### config.mk
export PLATFORM = sky130hd
export DESIGN_NAME = dmem_arbiter
export DESIGN_NICKNAME = d
export VERILOG_FILES = /design/src/rtl/dmem_arbiter.sv
export SDC_FILE = /design/constraint.sdc
export NUM_CORES = 1
export LEC_CHECK = 0
export CAP_MARGIN = 20
export CORE_MARGIN = 1.5
export CORE_UTILIZATION = 41
export CTS_CLUSTER_DIAMETER = 150
export DETAILED_ROUTE_END_ITERATION = 8
export HOLD_SLACK_MARGIN = 0.02
export PLACE_DENSITY = 0.79
export SLEW_MARGIN = 10
export SYNTH_ARGS = -nofsm -noshare
export SYNTH_HDL_FRONTEND = slang
export SYNTH_SLANG_ARGS = --single-unit
export TNS_END_PERCENT = 30
### constraint.sdc
create_clock -name Clk -period 2.1 [get_ports Clk]
set_input_delay 0.42 -clock Clk [delete_from_list [all_inputs] [get_ports Clk]]
set_output_delay 0.42 -clock Clk [all_outputs]
set_load 0.05 [all_outputs]
### src/rtl/dmem_arbiter.sv
// Two-port Req/Ack arbiter in front of the data memory (P0 = CPU MEM stage, P1 = loader/debug).
// Build with DMEM_ARB_RR_EN for round-robin arbitration; the default build uses fixed P0 priority.
module dmem_arbiter #(
  parameter int AW = 32,
  parameter int DW = 32
) (
  input  logic          Clk,
  input  logic          Rst_n,
  input  logic          P0_Req,
  input  logic          P0_Write,
  input  logic [1:0]    P0_Size,
  input  logic [AW-1:0] P0_Addr,
  input  logic [DW-1:0] P0_WData,
  output logic          P0_Ack,
  output logic          P0_Err,
  output logic [DW-1:0] P0_RData,
  input  logic          P1_Req,
  input  logic          P1_Write,
  input  logic [1:0]    P1_Size,
  input  logic [AW-1:0] P1_Addr,
  input  logic [DW-1:0] P1_WData,
  output logic          P1_Ack,
  output logic          P1_Err,
  output logic [DW-1:0] P1_RData,
  output logic [AW-1:0] Mem_Address,
  output logic [DW-1:0] Mem_WriteData,
  output logic [1:0]    Mem_MemWrite,
  output logic [1:0]    Mem_MemRead,
  input  logic [DW-1:0] Mem_ReadData
);

  typedef enum logic [1:0] {IDLE, ACCESS, RESP} state_t;

  state_t        state;
  logic          gnt;
  logic          win;
  logic          sel_write;
  logic [1:0]    sel_size;
  logic [AW-1:0] sel_addr;
  logic [DW-1:0] sel_wdata;
  logic          illegal;

`ifdef DMEM_ARB_RR_EN
  logic pref;  // port that wins the next tie

  always_comb begin
    win = !P0_Req;
    if (P0_Req && P1_Req) win = pref;
  end
`else
  always_comb win = !P0_Req;
`endif

  always_comb begin
    sel_write = win ? P1_Write : P0_Write;
    sel_size  = win ? P1_Size  : P0_Size;
    sel_addr  = win ? P1_Addr  : P0_Addr;
    sel_wdata = win ? P1_WData : P0_WData;
    illegal   = (sel_size == 2'b00) ||
                (sel_size == 2'b01 && sel_addr[1:0] != 2'b00) ||
                (sel_size == 2'b10 && sel_addr[0]);
  end

  always_ff @(posedge Clk or negedge Rst_n) begin
    if (!Rst_n) begin
      state         <= IDLE;
      gnt           <= 1'b0;
`ifdef DMEM_ARB_RR_EN
      pref          <= 1'b0;
`endif
      P0_Ack        <= 1'b0;
      P1_Ack        <= 1'b0;
      P0_Err        <= 1'b0;
      P1_Err        <= 1'b0;
      P0_RData      <= '0;
      P1_RData      <= '0;
      Mem_Address   <= '0;
      Mem_WriteData <= '0;
      Mem_MemWrite  <= 2'b00;
      Mem_MemRead   <= 2'b00;
    end else begin
      case (state)
        IDLE: begin
          if (P0_Req || P1_Req) begin
            gnt <= win;
`ifdef DMEM_ARB_RR_EN
            pref <= ~win;
`endif
            if (illegal) begin
              // Rejected requests skip the memory entirely and answer next cycle.
              P0_Ack <= !win;
              P0_Err <= !win;
              P1_Ack <= win;
              P1_Err <= win;
              state  <= RESP;
            end else begin
              Mem_Address   <= sel_addr;
              Mem_WriteData <= sel_wdata;
              if (sel_write) Mem_MemWrite <= sel_size;
              else           Mem_MemRead  <= sel_size;
              state <= ACCESS;
            end
          end
        end
        ACCESS: begin
          Mem_MemWrite <= 2'b00;
          Mem_MemRead  <= 2'b00;
          if (Mem_MemRead != 2'b00) begin
            if (gnt) P1_RData <= Mem_ReadData;
            else     P0_RData <= Mem_ReadData;
          end
          P0_Ack <= !gnt;
          P1_Ack <= gnt;
          state  <= RESP;
        end
        RESP: begin
          P0_Ack <= 1'b0;
          P1_Ack <= 1'b0;
          P0_Err <= 1'b0;
          P1_Err <= 1'b0;
          state  <= IDLE;
        end
        default: state <= IDLE;
      endcase
    end
  end

endmodule
Yosys cells after proc, flatten, opt, wreduce, memory -nomap -nowiden
Index checks and enable logic that the tools add are counted.
{"block": "word_totals", "regBits": 139, "in_bits": 170, "out_inout_bits": 136, "wordCells": 68}
{"block": "classes", "eq_ne": 9, "n_mux": 23, "n_bitwise": 2, "n_reduce_logical": 22}
{"cell": "two-way mux 32 bit", "n": 2}
{"cell": "two-way mux 2 bit", "n": 9}
{"cell": "AND reduction 3 bit", "n": 5}
{"cell": "case mux 2 bit (2 select lines)", "n": 3}
{"cell": "!= test 2 bit (second input constant)", "n": 5}
{"cell": "AND reduction 4 bit", "n": 2}
{"cell": "nonzero test 2 bit", "n": 4}
{"cell": "case mux 1 bit (3 select lines)", "n": 2}
{"cell": "two-way mux 1 bit", "n": 5}
{"cell": "equality test 2 x 1 -> 1 bit (second input constant)", "n": 2}
{"cell": "equality test 2 bit (second input constant)", "n": 2}
{"cell": "zero test 2 bit", "n": 2}
{"cell": "case mux 1 bit (2 select lines)", "n": 2}
{"cell": "logical OR 1 bit", "n": 3}
{"cell": "nonzero test 3 bit", "n": 1}
{"cell": "logical AND 1 bit", "n": 2}
{"cell": "zero test 1 bit", "n": 2}
{"cell": "NOT 1 bit", "n": 2}
{"cell": "AND reduction 2 bit", "n": 1}

Longest topological paths before layout
Gate-level depths: netlist of run 1.
{"block": "depth", "ltp_word": 8, "mapped_depth": 7, "ltp_nobuf": 6}

Worst setup path after synthesis of run 1
Ideal clock, no wire load.
{"block": "synth_timing", "path_kind": "input-to-reg", "from": "input P0_Req", "to": "register Mem_WriteData[10]", "setup_time_ns": 0.128, "t_arrival_ns": 1.824, "required_ns": 1.972, "path_slack_ns": 0.149, "stages": 5, "cell_sequence": "buf_4 clkbuf_1 clkbuf_1 mux2_2 mux2_1"}
{"block": "synth_between", "elab_chain_len": 7}
{"item": "start, declared", "line_no": "9", "source": "input logic P0_Req,"}
{"item": "two-way mux 2 bit or two-way mux 32 bit (tied branches)", "line_no": "56, 57"}
{"item": "equality test 2 x 1 -> 1 bit or nonzero test 2 bit (tied branches)", "line_no": "60", "source": "(sel_size == 2'b01 && sel_addr[1:0] != 2'b00) ||"}
{"item": "logical AND 1 bit", "line_no": "60"}
{"item": "logical OR 1 bit", "line_no": "59", "source": "illegal = (sel_size == 2'b00) ||"}
{"item": "logical OR 1 bit", "line_no": "60"}
{"item": "NOT 1 bit (no line)"}
{"item": "AND reduction 3 bit (no line)"}
{"item": "end signal, assigned", "line_no": "98", "source": "Mem_WriteData <= sel_wdata;"}
{"item": "end, declared", "line_no": "26", "source": "output logic [DW-1:0] Mem_WriteData,"}
Parallel ways exist; a longest one is shown, timed or not.
A chain may end at the register's enable or synchronous reset.

Worst setup path in the final report of run 1
{"block": "layout_timing", "from": "register P0_RData[22]", "to": "output P0_RData[22]"}
{"item": "start, declared", "line_no": "16", "source": "output logic [DW-1:0] P0_RData,"}
{"item": "start signal, assigned", "line_no": "110", "source": "else P0_RData <= Mem_ReadData;"}
No word-level cell between the ends.

==> results of run 1 <==
-- power groups by stage --
stage	logic [W]	registers, W	clock network (W)
final	0.0101	0.00474	0.00329
after floorplan	0.00186	0.00935	0
after global routing	0.0105	0.00493	0.00346
after detailed placement	0.0102	0.00477	0
after global placement	0.0100	0.00471	0
after CTS	0.0102	0.00476	0.00337
-- worst max-delay path by stage --
stage	cells past startpoint	slack, ns	end	from
6_report	1	0.05	P0_RData[22]	P0_RData[22]
5_1_grt	7	-0.03	Mem_WriteData[10]	P0_Addr[0]
4_1_cts	1	0.008	P0_RData[15]	P0_RData[15]
3_5_place_dp	7	-0.33	Mem_WriteData[14]	P0_Size[0]
3_3_place_gp	7	-0.28	Mem_WriteData[5]	P0_Size[0]
2_1_floorplan	5	0.15	Mem_WriteData[10]	P0_Req
-- final cells by class --
class                           instances  area (um^2)
Sequential cell                       139         3478
Clock inverter                         13        214.0
Timing Repair Buffer                  332         3294
Clock buffer                           19        442.9
Tap cell                              184        230.2
Fill cell                            1006         4354
Inverter                                7        26.28
Multi-Input combinational cell        261         2659
-- logic make-up after synthesis --
| family | synth area share [%] |
|---|---|
| muxes | 35.05 |
| and+or+nand+nor | 2.938 |
| DFF | 55.56 |
| buffers and inverters | 2.238 |
| adders and majority gates | 0.5996 |
| AOI/OAI and AO/OA | 3.617 |
-- sequential cells by signal, summed over array words and instances, names as in the netlist --
register / flops
Mem_Address: 32
Mem_WriteData: 32
P0_RData: 32
P1_RData: 32
Mem_MemRead: 2
Mem_MemWrite: 2
state: 2
P0_Ack: 1
P0_Err: 1
P1_Ack: 1
P1_Err: 1
gnt: 1
-- routing by layer --
layer  wire, um  part of all wire [%]
met5          0                     0
met4        410                   2.4
met3       1710                    10
met2       8560                    50
met1       6471                    38
-- through the flow --
step	hold slack (ns)	power (W)	util (%)	instance area, um^2	instances
2_1_floorplan	0.1244	0.01121	-	6261	430
3_3_place_gp	0.4120	0.01473	65.73	9662	922
3_5_place_dp	0.4199	0.01492	65.73	9662	922
4_1_cts	0.4161	0.01833	70.27	10330	955
5_1_grt	0.4609	0.01889	70.38	10340	955
6_report	0.4417	0.01816	70.38	10340	955
-- placed cells by master (no fill, tap or decap), types with 3 or more instances in the layout --
| cell | n |
|---|---|
| o21ai_0 | 3 |
| clkbuf_16 | 17 |
| nor2b_1 | 4 |
| clkdlybuf4s50_1 | 296 |
| bufinv_16 | 5 |
| a32oi_1 | 4 |
| a21oi_1 | 4 |
| clkinv_4 | 3 |
| buf_4 | 29 |
| nand2b_1 | 3 |
| mux2_1 | 7 |
| buf_12 | 4 |
| mux2_2 | 187 |
| inv_1 | 7 |
| ha_1 | 3 |
| nand2_1 | 10 |
| dfrtp_1 | 139 |
| nor2_1 | 5 |
| o22ai_1 | 3 |
-- timing repair --
action,CTS,global route
hold endpoints to repair,53,0
endpoints found under the setup margin,0,15
hold buffers,1,0
resized for setup,0,3
==> metrics.md, run 1 <==
| Metric | Value |
|---|---|
| Synth area leader | dfrtp_1 |
| CP required | between 1.5 and 2 ns |
| Clock Latency Late Sink | 0.42 ns |
| Antenna diode count | 0 |
| Static leakage | 4.256 nW |
| TritonCTS Buffers | 17 |
| Worst reg2reg path depth | 6 |
| Crit path time final | roughly 2.0 ns |
| Top-count cell post-synth | mux2_2 |
| Flop pwr share | 26.1% |
| Post-Syn Area | 6261 um^2 |
| Power density over the cells | roughly 1800 nW/um^2 |
| CP max FO | 2 |
| Initial Utilization | a little over two fifths |
| Final WS setup | 0.05432 ns |
| Final setup skew | between 0.006 and 0.007 ns |
| DP Wirelength | between 10000 and 15000 um |
| H-Tree Depth | 4 |
| Clock share of power | 18.1% |
| Ports | just over 300 |
| Slowest-stage cell, CP | clkdlybuf4s50_1 |
| Synth cell count leaders | mux2_2, dfrtp_1, clkbuf_1, nand2_1 |
| Pre-CTS WS | -0.3321 ns |
| Synth cell types | 39 |
| Final-report hold violation count | 0 |
| Origin of the critical flop-to-flop path | state[1] |
| Max-Cap Viols | 0 |
| Initial antenna violation count | 0 |
| Via count | approximately 4800 |
| Congestion Overflow GR | 0 |
| Core box area | roughly 15000 um^2 |
| Die ar. | 16020 um^2 |
| CP Capture Type | output pin |
| Nets | approximately 930 |
| Sw frac | 45.24% |
| Largest delay share family, worst path | buffers and inverters |
| Internal | 0.009943 W |
| Die width | roughly 130 um |
| Synth top area share | between 50% and 60% |
| Final period util | 97.41% |
| Worst Path Arrival | 1.63 ns |
| Most congested layer reported by global routing | met2 |
| Initial DRC Count | ~110 |
| Hold Crit Class | primary input to register |
| Crit path launch type | register |
| CP bufs+invs | 1 |
| FF-to-FF End | Mem_WriteData[6] |
| Ranking of synthesized cells by area | dfrtp_1, mux2_2, mux2_1 |
| Worst-path cell chain | clkdlybuf4s50_1 |
| Fin. max-slew vios | 0 |
| Setup tns final | 0 ns |
| Pre-antenna DRT Iters | 4 |
| Clock Pin Slew Worst Setup and Hold Paths | around 0.060 ns |
| Tot GR Track Use | about 22% |
| Root buffer cell | clkbuf_16 |
| #FFs+latches synth | about 140 |
| Hold wc startpoint | P0_Req |
| Total nets after synthesis | ~600 |
| Met2 Resource Use GR | ~38% |
| Mean number of vias per cell | 5.047 |
| DRT Wirelength | about 17000 um |
| Status | completed |
| Layout cell share with drive strength beyond 1 | 33.59% |
| Flop2flop setup slack | 0.24 ns |
| Fmax | 0.4888 GHz |
| Critical path class | register to output pin |
| Worst-Margin Slew | 0.5610 ns |
| Clock sinks | between 100 and 150 |
| Area Overhead vs Synth | 65.23% |
| CTS tree | done |
| Register area share after synthesis | roughly 56% |
| I/O Buffers | between 300 and 400 |
| Combinational Power Share | 55.8% |
| Post-CTS Setup Inserts | 0 |
| Met1 Track Usage GR | between 20% and 30% |
| Post-synth EDFFs | 0 |
| Hold Path Stages | 3 |
| Vias in the first global route | 5253 |
| First-pass GRT wire length | roughly 27000 um |
| Met3 usage | under 10% |
| Main synth FF type | dfrtp_1 |
| Post-route DRC | 0 |
| Syn_area_per_cell | between 10 and 15 um^2 |
| Cells after synthesis | 430 |
| Row count | 44 |
| Peak VDD IR | between 1 and 1.5 mV |
| Slew headroom | between 60% and 70% |
| Synth warnings | 0 |
| Ys async rst share | between 90% and 100% |
| Crit-path max cell delay | between 0.8 and 0.9 ns |
| Final ANT Viol Nets | 0 |
| Routed wire length per instance | about 18 um |
| GPL Wtd Cong | 0.8475 |
| Final Setup Violations | 0 |
| Sw power | between 0.008 and 0.009 W |
| Die height | ~130 um |
| Pin count of the biggest net entering global routing | 58 |
| Clk buf depth | 2 |
| Hold Crit Endpoint | gnt |
Note: power is estimated with default switching activity, not from simulation.
==> run 2, diff against run 1 <==
Settings changed: CAP_MARGIN 20 to 40, CORE_UTILIZATION 41 to 45, CTS_BUF_LIST set to sky130_fd_sc_hd__clkbuf_8, PLACE_DENSITY 0.79 to 0.86.
Clock period 2.1 ns to 2.5 ns, I/O delays scaled along.
==> metrics.md, run 2 (same netlist as run 1, synthesis figures left out) <==
| Metric | Value |
|---|---|
| Largest delay share family, worst path | buffers and inverters |
| Peak VDD IR | 1.061 mV (-12%) |
| Crit path launch type | register |
| Layout fillers | 868 (-14%) |
| CP bufs+invs | 1 (unchanged) |
| CP Capture Type | output pin |
| Via count | 4796 (-0.50%) |
| CTS tree | done |
| H-Tree Depth | 4 (unchanged) |
| Hold wc startpoint | Mem_WriteData[12] |
| Metal3 WL | 1834 um (+7.3%) |
| Post-cts resize count | 0 (unchanged) |
| Pin count of the biggest net entering global routing | 70 (+21%) |
| Hold Crit Class | register to register |
| Tot GR Track Use | 23.48% (+1.4 points) |
| Origin of the critical flop-to-flop path | state[1] |
| Setup crit start | Mem_MemRead[0] |
| Initial antenna violation count | 0 (unchanged) |
| Final ANT Viol Nets | 0 (unchanged) |
| Vias in the first global route | 5204 (-0.93%) |
| Worst-path cell chain | clkdlybuf4s50_1 |
| Root buffer cell | clkbuf_8 |
| Post-layout util | 74.75% (+4.4 points) |
| First-pass GRT wire length | 26160 um (-4.5%) |
| CP max FO | 3 (+1) |
| TritonCTS Buffers | 17 (unchanged) |
| Slowest-stage cell, CP | clkdlybuf4s50_1 |
| Static leakage | 4.096 nW (-3.8%) |
| Ports | 306 (unchanged) |
| Die height | 121.0 um (-4.4%) |
| I/O Buffers | 305 (unchanged) |
| Highest metal used | met4 |
| Critical path class | register to output pin |
| Final setup skew | 0.008997 ns (+0.002826 ns) |
| Final-report hold violation count | 0 (unchanged) |
| Met2 routed WL | 8741 um (+2.1%) |
| Routed wire length per instance | 18.10 um (+0.75%) |
| Clock sinks | 139 (unchanged) |
| Core box area | 13400 um^2 (-8.8%) |
| Mean number of vias per cell | 5.124 (+1.5%) |
| Layout cell share with drive strength beyond 1 | 31.18% (-2.4 points) |
| Worst-Margin Slew | 0.8257 ns (+0.2647 ns) |
| Clk buf depth | 2 (unchanged) |
| Fin. max-slew vios | 0 (unchanged) |
| Area Overhead vs Synth | 59.99% |
| Metal-1 WL | 5922 um (-8.5%) |
| Congestion Overflow GR | 0 (unchanged) |
| Max-Cap Viols | 0 (unchanged) |
| Clock Pin Slew Worst Setup and Hold Paths | 0.07 ns (about the same) |
| Final Setup Violations | 0 (unchanged) |
| Status | completed |
| Crit-path max cell delay | 0.86 ns (+0.03 ns) |
| DRT Wirelength | 16940 um (-1.3%) |
| Slew headroom | 44.96% (-18 points) |
| Final period util | 86.91% |
| Clock Latency Late Sink | 0.43 ns (about the same) |
| Pre-antenna DRT Iters | 4 (unchanged) |
| Initial Utilization | 46.72% (+4.1 points) |
| Antenna diode count | 0 (unchanged) |
| Worst Path Arrival | 1.67 ns (+0.04 ns) |
| Nets | 921 (-1.1%) |
| Fmax | roughly 0.46 GHz |
| GPL Wtd Cong | 0.8296 (-2.1%) |
| DP Wirelength | 13070 um (+1.6%) |
| Crit path time final | approximately 2.2 ns |
| Power density over the cells | 1439 nW/um^2 (-18%) |
| Post-route DRC | 0 (unchanged) |
| Initial DRC Count | 180 (+70%) |
| Unrepaired setup endpoints after global routing | false |
| CP required | 2.00 ns (+0.32 ns) |
| Die ar. | 14630 um^2 (-8.7%) |
| Die width | 121.0 um (-4.4%) |
| Setup tns final | 0 ns (unchanged) |
| Most frequent cells in the layout | clkdlybuf4s50_1, mux2_2, dfrtp_1 |
| Most common cell after layout, fill and taps aside | clkdlybuf4s50_1 |
| Row count | 42 (-4.5%) |
## run 2: cell type report
type / instances / area, um^2 / area share [%]
Timing Repair Buffer: 322 / 3219 / 32.14
Inverter: 7 / 26.28 / 0.2623
Clock inverter: 11 / 152.6 / 1.524
Sequential cell: 139 / 3478 / 34.72
Clock buffer: 20 / 275.3 / 2.748
Tap cell: 176 / 220.2 / 2.198
Multi-Input combinational cell: 261 / 2645 / 26.41
## run 2: routing by layer
layer	up-vias	track usage, %
met4	0	9.412
li1	2211	-
met1	2335	23.94
met5	-	0
met2	221	42.47
met3	29	9.633
## run 2: timing repair
item / CTS / global route
hold endpoints to repair: 30 / 0
hold buffers: 1 / 0
buffers inserted: 0 / 0
## run 2: path summary, 6_finish.rpt
path	to	slack (ns)	cells past startpoint
min reg2reg	Mem_WriteData[12]	0.49	1
max reg2reg	P1_RData[30]	0.46	5
min in group asynchronous	P0_RData[17]	0.51	2
max in group asynchronous	Mem_Address[27]	1.17	3
min	Mem_WriteData[12]	0.49	1
max	Mem_MemRead[0]	0.33	1
## run 2: power breakdown
part	leakage (nW)	switching, W	internal (W)
registers	1.66	0.000607	0.00338
logic	2.21	0.00533	0.00317
clock network	0.230	0.000790	0.00114
total	4.10	0.00672	0.00769
## run 2: stage by stage
stage | std cells | setup slack (ns) | cell area, um^2 | hold slack (ns) | total power [W]
2_1_floorplan | 430 | 0.4686 | 6261 | 0.2044 | 0.009417
3_3_place_gp | 904 | 0.07857 | 9579 | 0.3896 | 0.01236
3_5_place_dp | 904 | 0.06522 | 9579 | 0.3955 | 0.01257
4_1_cts | 936 | 0.2816 | 10020 | 0.4789 | 0.01455
5_1_grt | 936 | 0.2592 | 10020 | 0.5043 | 0.01501
6_report | 936 | 0.3273 | 10020 | 0.4916 | 0.01442
==> run 3, diff against run 2 <==
Settings changed: SKIP_LAST_GASP set to 1.
==> results of run 3 <==
No change in the layout: final DEF, timing and power equal those of run 2.
